[src/rtl/blink_round_ctrl.sv]
// blink_round_ctrl: iterative round sequencer for the 128-bit Blink datapath.
// Holds one block and steps it through ROUNDS passes of an external round function.
module blink_round_ctrl #(
    parameter int ROUNDS = 20,
    parameter int RW     = 5
) (
    input  logic          clk,
    input  logic          rst,
    input  logic          in_valid,
    output logic          in_ready,
    input  logic          in_dec,
    input  logic [127:0]  in_data,
    output logic          out_valid,
    input  logic          out_ready,
    output logic [127:0]  out_data,
    output logic [127:0]  round_in,
    input  logic [127:0]  round_out,
    output logic          round_dec,
    output logic [RW-1:0] round_idx,
    output logic          round_first,
    output logic          round_last,
    output logic          busy
);

    typedef enum logic [1:0] {
        IDLE,
        RUN,
        DONE
    } state_t;

    localparam logic [RW-1:0] LAST = RW'(ROUNDS - 1);

    state_t        state;
    state_t        state_n;
    logic [127:0]  blk;
    logic [RW-1:0] cnt;
    logic          dec;
    logic          accept;

    always_ff @(posedge clk) begin
        if (rst) begin
            state <= IDLE;
        end else begin
            state <= state_n;
        end
    end

    always_comb begin
        state_n  = state;
        in_ready = 1'b0;
        accept   = 1'b0;
        case (state)
            IDLE: begin
                in_ready = 1'b1;
                accept   = in_valid;
            end
            RUN: begin
                if (cnt == LAST) begin
                    state_n = DONE;
                end
            end
            DONE: begin
                if (out_ready) begin
                    in_ready = 1'b1;
                    accept   = in_valid;
                    state_n  = IDLE;
                end
            end
            default: state_n = IDLE;
        endcase
        // Reset wins over any handshake offered on the same edge.
        if (rst) begin
            in_ready = 1'b0;
            accept   = 1'b0;
        end
        if (accept) begin
            state_n = RUN;
        end
    end

    always_ff @(posedge clk) begin
        if (rst) begin
            blk <= '0;
            cnt <= '0;
            dec <= 1'b0;
        end else if (accept) begin
            blk <= in_data;
            cnt <= '0;
            dec <= in_dec;
        end else if (state == RUN) begin
            blk <= round_out;
            if (cnt != LAST) begin
                cnt <= cnt + 1'b1;
            end
        end
    end

    assign busy        = (state == RUN);
    assign out_valid   = (state == DONE);
    assign out_data    = blk;
    assign round_in    = blk;
    assign round_dec   = dec;
    assign round_idx   = dec ? (LAST - cnt) : cnt;
    assign round_first = busy && (cnt == '0);
    assign round_last  = busy && (cnt == LAST);

endmodule

[config.mk]
export PLATFORM = sky130hd
export DESIGN_NAME = blink_round_ctrl
export DESIGN_NICKNAME = d
export VERILOG_FILES = /design/src/rtl/blink_round_ctrl.sv
export SDC_FILE = /design/constraint.sdc
export NUM_CORES = 1
export LEC_CHECK = 0
export CAP_MARGIN = 20
export CORE_AREA = 2 2 205 207
export CTS_CLUSTER_DIAMETER = 200
export CTS_CLUSTER_SIZE = 12
export DETAILED_ROUTE_END_ITERATION = 8
export DIE_AREA = 0 0 207 209
export GPL_TIMING_DRIVEN = 1
export PLACE_DENSITY_LB_ADDON = 0.15
export SYNTH_ARGS = -nofsm -noshare
export SYNTH_HDL_FRONTEND = slang
export SYNTH_SLANG_ARGS = --single-unit
export TNS_END_PERCENT = 1
[constraint.sdc]
create_clock -name clk -period 1.4 [get_ports clk]
set_input_delay 0.28 -clock clk [delete_from_list [all_inputs] [get_ports clk]]
set_output_delay 0.28 -clock clk [all_outputs]
set_load 0.01 [all_outputs]
==> results.md, run 1 <==
* Post-layout util at 33.1%
* Die H at 209 um
* Initial antenna violation count at 1
* Drt first pass iters at 4
* CTS tree: built
* Violated checks: setup timing
* CP Launch Type: flop
* Clk slew on worst S/H paths at 60 ps
* Syn_area_per_cell at 8.58 um2
* Max Cap Viol at 0
* Clk sinks at 136
* Pleak at 5.27 nW
* R2R Setup Slk at -140 ps
* Nets at 1578
* Hold crit path type: input pin to flop
* R2R cell count at 5
* I/O pin count at 528
* Worst hold slack at 161 ps
* Setup Crit Path Kind: flop to primary output
* R2r endpoint: out_data[36]$_SDFFE_PP0P_
* Root Driver: clkbuf_16
* Hold_sp: rst
* Fill count at 4403
* Count leader, synth: nand2_1
* Flip-flop and latch area at 2800 um2
* Area leader, netlist: dfxtp_1
* Slew Limit Fails at 0
* Layout Area Growth over Synthesis at 73.6%
* Multi-input logic area at 3830 um2
* Commonest cells post-synth: nand2_1, dfxtp_1, buf_4, nor3_1, a311oi_2
* Setup TNS at -13590 ps
* Yosys top cell area share at 34.6%
* Period utilization at 122%
* F_max at 585 MHz
* Mapped Nets at 1182
* DR vias/cell at 4.34
* Total track usage at 15.5%
* Vias in the first global route at 8343
* Endpoints failing setup at 137
* Clock skew at 11.1 ps
* First-pass GRT wire length at 52300 um
* Worst EP required at 1120 ps
* Final Hold Fails at 0
* Critical Path End: round_idx[4]
* Initial Utilization at 19.1%
* Core Footprint at 41300 um2
* CTS Hold Bufs at 0
* Dpl ws at -634 ps
* DIE WIDTH at 207 um
* Min Tclk post-route at 1710 ps
* Worst R2R Start: state[0]$_SDFFE_PP0P_
* Relative slew slack at 62.0%
* Antenna-violating nets left at 0
* Non-Filler Instances at 1866
* PortBufs at 527
* WL per Instance at 18.8 um
* Post-synthesis sequential area ratio at 34.6%
* EDFF count, synth at 0
* Number of H-tree levels at 4
* Synth Flop Type: dfxtp_1
* VDD IR max at 0.602 mV
* Cell Area, Synth at 7870 um2
* Cts bufs inserted at 17
* Largest net degree at the start of global routing at 69
* Layout cell share with drive strength beyond 1 at 26.5%
* Vias at 8099
* Later-pin clock latency in the skew report at 440 ps
* Worst endpoint data arrival time at 1430 ps
* GP Congestion at 0.742
* Clock buffer depth at 2
* Num rows at 75
* Status: finished, violations left
* Yosys warns at 0
* CP startpoint: cnt[3]$_SDFFE_PP0P_
* Initial DRC Count at 258
* Post-synth cell types at 35
* Crit. End Element: primary output
* # placed instances at 1830
* WL final at 35100 um
* Pwr/cell area at 942 nW/um2
* # DRC at 0
* Total grt overflow at 0
* Die Area at 43300 um2
* Setup WS post-layout at -309 ps
* DP Wirelength at 25300 um
* RSZ-0062 raised after global routing: true
* #FFs+latches synth at 136
* Slew @ Worst Pin at 569 ps
* Synth Instances at 917
* Fraction of registers with async set/reset at 0%
* Synth top area cells: dfxtp_1, a311oi_2, nand2_1
* Crit path max fanout at 4
## through the flow
step | instance area, um2 | power (W)
after floorplan | 7870 | 0.00666
after global placement | 13100 | 0.00888
after detailed placement | 13100 | 0.00890
after CTS | 13600 | 0.0131
after global routing | 13700 | 0.0135
final | 13700 | 0.0129
## worst max-delay path, cell delays in order (launching register included)
cell and delay (ps):
dfxtp_2 320, inv_2 70, ha_4 160, nand2_4 50
xnor2_2 130, buf_4 150, buf_6 120
## report_power, final
group | internal, W | switching, W | total (W)
combinational | 0.00207 | 0.00176 | 0.00383
clock | 0.00255 | 0.00187 | 0.00443
sequential | 0.00427 | 0.000349 | 0.00461
total | 0.00888 | 0.00398 | 0.0129
## kinds of logic (layout without fill, tap and decap cells)
kind of cell	Yosys count	after routing	synth area share (%)
compound gates	142	142	23.5
simple gates	408	408	22.1
xor+xnor	3	3	0.334
buf+inv	224	633	18.8
other cells	0	1	0
fa+ha+maj	4	4	0.636
flops	136	136	34.6
## layout by cell type (no fill, tap or decap), drive strengths merged, types with 2 or more instances in the layout
cell type,count
nand2,263
clkdlybuf4s50,259
clkdlybuf4s15,137
dfxtp,136
nor3,130
a311oi,128
dlygate4sd2,84
buf,81
clkbuf,60
inv,7
a21oi,5
ha,4
clkinvlp,3
o21ai,3
nor2b,3
nand2b,2
nand4,2
xor2,2
clkinv,2
## per-layer routing
metal  global-route usage [%]  part of all wire (%)  up-vias  wire [um]
li1                         -                     -     3910          -
met1                     19.1                    43     3844      14900
met2                     26.4                    49      313      17300
met3                     4.24                   6.4       32       2250
met4                     4.83                   1.8        0        631
met5                        0                     0        -          0
## repair_timing
item | in CTS | in global routing
setup buffers | 2 | 1
endpoints found under the setup margin | 401 | 261
pin swaps | 6 | 3
resized for setup | 498 | 142
## worst min-delay path by stage
stage | to | slack, ps | cells past startpoint
2_1_floorplan | out_data[75]$_SDFFE_PP0P_ | 440 | 2
3_3_place_gp | out_data[81]$_SDFFE_PP0P_ | 490 | 2
3_5_place_dp | out_data[78]$_SDFFE_PP0P_ | 500 | 2
4_1_cts | state[0]$_SDFFE_PP0P_ | 130 | 3
5_1_grt | state[0]$_SDFFE_PP0P_ | 150 | 3
6_report | state[0]$_SDFFE_PP0P_ | 160 | 3
## flip-flops by register name, indices dropped and copies added (netlist names)
register,count
round_dec,1
out_data,128
cnt,5
state,2
## layout make-up
| class | instances | area share [%] |
|---|---|---|
| multi-input cells | 557 | 28.1 |
| inverters | 7 | 0.211 |
| well taps | 539 | 4.94 |
| clock buffers | 27 | 3.83 |
| clock inverters | 5 | 0.266 |
| repair buffers | 594 | 42.2 |
| diodes | 1 | 0.0183 |
| flip-flops and latches | 136 | 20.5 |
(Power assumes the default switching activity.)
==> run 2: changes to the inputs <==
CAP_MARGIN = 40   (was 20)
==> results of run 2 <==
Same layout as run 1: the final DEF is identical, and so are final timing and power.
==> run 3: changes to the inputs <==
CTS_CLUSTER_SIZE = not set   (was 12)
PLACE_DENSITY_LB_ADDON = not set   (was 0.15)
==> run 3 against run 2 <==
The flow still finishes with violations (setup timing). Register-to-register slack lost 20 ps. Setup slack gained 5.3 ps. Maximum frequency grew 0.31%. Routed wire length shrank 4.0%. Die area is the same. Count of clock-buffer cells in the layout shrank 4. Cell count grew 0.32%. Core utilization grew 0.14 points. Critical path depth is the same. Sequential share of layout area shrank 0.11 points.
==> results.md, run 3 (synthesis results as in run 1) <==
* Die H at 209 um
* Largest net degree at the start of global routing at 74
* WL per Instance at 18.0 um
* Setup Crit Path Kind: flop to primary output
* Hold depth at 3
* DP Wirelength at 24900 um
* Endpoints failing setup at 142
* # DRC at 0
* Max Cap Viol at 0
* Max FFs per register at 128
* DR vias/cell at 4.43
* # diodes at 0
* Final Cell Area at 13700 um2
* Hold crit path type: input pin to flop
* Vias in the first global route at 8551
* F_max at 587 MHz
* Gate power share at 29.7%
* Dpl ws at -581 ps
* CP cell instances: inv_2 -> ha_4 -> nand2_2 -> xnor2_2 -> buf_6 -> buf_6
* R2R cell count at 5
* RSZ-0062 raised after global routing: true
* Setup WS post-layout at -303 ps
* Cell family with most CP delay: flip-flops
* I/O pin count at 528
* Number of H-tree levels at 4
* Min Tclk post-route at 1700 ps
* Initial Utilization at 19.1%
* Later-pin clock latency in the skew report at 430 ps
* Layout cell share with drive strength beyond 1 at 28.4%
* CP startpoint: cnt[3]$_SDFFE_PP0P_
* CP Launch Type: flop
* Share of power burned in the clock network at 34.9%
* CTS tree: built
* Violated checks: setup timing
* Cts bufs inserted at 17
* Worst EP required at 1120 ps
* Pleak at 5.27 nW
* Worst hold slack at 172 ps
* Slowest-stage cell, CP: dfxtp_2
* Clock buffer depth at 2
* Root Driver: clkbuf_16
* Crit. End Element: primary output
* Vias at 8285
* DIE WIDTH at 207 um
* Power Total at 0.0130 W
* Crit-path max cell delay at 320 ps
* Setup TNS at -14200 ps
* Total track usage at 15.1%
* Clock skew at 8.26 ps
* R2r endpoint: cnt[3]$_SDFFE_PP0P_
* Hold_sp: rst
* Final Hold Fails at 0
* Sequential Power Share at 35.4%
* Relative slew slack at 59.3%
* GP Congestion at 0.823
* R2R Setup Slk at -160 ps
* Commonest non-fill, non-tap cells in the layout: nand2_1, clkdlybuf4s50_1, nor3_1
* Layout Area Growth over Synthesis at 74.4%
* Nets at 1586
* Die Area at 43300 um2
* WL final at 33700 um
* Initial DRC Count at 301
* Hold EP: out_data[86]$_SDFFE_PP0P_
* Bufs and invs on worst path at 3
* Period utilization at 122%
* Internal Pwr Total at 0.00904 W
* Sw Ratio at 30.6%
* Worst endpoint data arrival time at 1420 ps
* Pwr/cell area at 949 nW/um2
* Total net switching power at 0.00398 W
* Core Footprint at 41300 um2
* VDD IR max at 0.504 mV
* CP dominant cell by count: buf_6
* Clk sinks at 136
* Slew Limit Fails at 0
* Initial antenna violation count at 0
* PortBufs at 527
* First-pass GRT wire length at 50800 um
* Crit path max fanout at 4
* Antenna-violating nets left at 0
* Drt first pass iters at 4
* Status: finished, violations left
* Worst R2R Start: state[1]$_SDFFE_PP0P_
* Clk slew on worst S/H paths at 60 ps
* Num rows at 75
* Slew @ Worst Pin at 610 ps
* Area after DPL at 13200 um2
* Total grt overflow at 0
-- run 3: cell types whose count changed in the layout (fill, tap and decap cells not counted), moves of 4 or more --
cell and change:
clkdlybuf4s15_2 +7, a311oi_2 +4, nor3_2 -8, clkbuf_8 -4, nor3_1 +8, dlygate4sd2_1 -20, buf_12 +4, a311oi_1 -4
clkbuf_2 +15, buf_6 +5
-- run 3: metal layers --
layer | GRT usage, % | share of wire, % | vias to the layer above
met3 | 4.43 | 6.7 | 31
met4 | 4.46 | 1.8 | 0
met2 | 26.9 | 51 | 353
li1 | - | - | 3925
met5 | 0 | 0 | -
met1 | 17.4 | 40 | 3976
-- run 3: worst min-delay path, delay by kind of cell --
| kind | cells | cell delay, ps |
|---|---|---|
| buffers and inverters | 2 | 230 |
| AOI/OAI and AO/OA | 1 | 50 |
-- run 3: how the worst max path moves through the flow --
stage	endpoint	cells after the start
finish	round_idx[4]	6
global route	round_idx[4]	6
global placement	round_first	6
CTS	round_idx[4]	6
detailed placement	round_first	6
floorplan	in_ready	5
-- run 3: power groups by stage --
stage | clock network, W | registers, W | logic (W)
5_1_grt | 0.00487 | 0.00466 | 0.00413
3_3_place_gp | 0 | 0.00467 | 0.00422
4_1_cts | 0.00473 | 0.00461 | 0.00390
3_5_place_dp | 0 | 0.00467 | 0.00424
2_1_floorplan | 0 | 0.00473 | 0.00193
6_report | 0.00455 | 0.00462 | 0.00386
-- run 3: metrics by stage --
step,util [%],cells
after detailed placement,31.9,1839
after global routing,33.2,1872
final,33.2,1872
after floorplan,-,917
after global placement,31.9,1839
after CTS,33.3,1870
-- run 3: what timing repair did --
| item | CTS | global route |
|---|---|---|
| buffers inserted | 1 | 2 |
| gates resized for setup | 510 | 165 |
| pin swaps | 7 | 5 |
| endpoints found under the setup margin | 402 | 305 |
| hold buffers | 0 | 0 |
-- run 3: layout make-up --
class | instances | area (um2)
fillers | 4364 | 27600
repair buffers | 602 | 5820
multi-input cells | 557 | 3820
flip-flops and latches | 136 | 2800
well taps | 539 | 674
clock buffers | 23 | 468
clock inverters | 8 | 97.6
inverters | 7 | 38.8
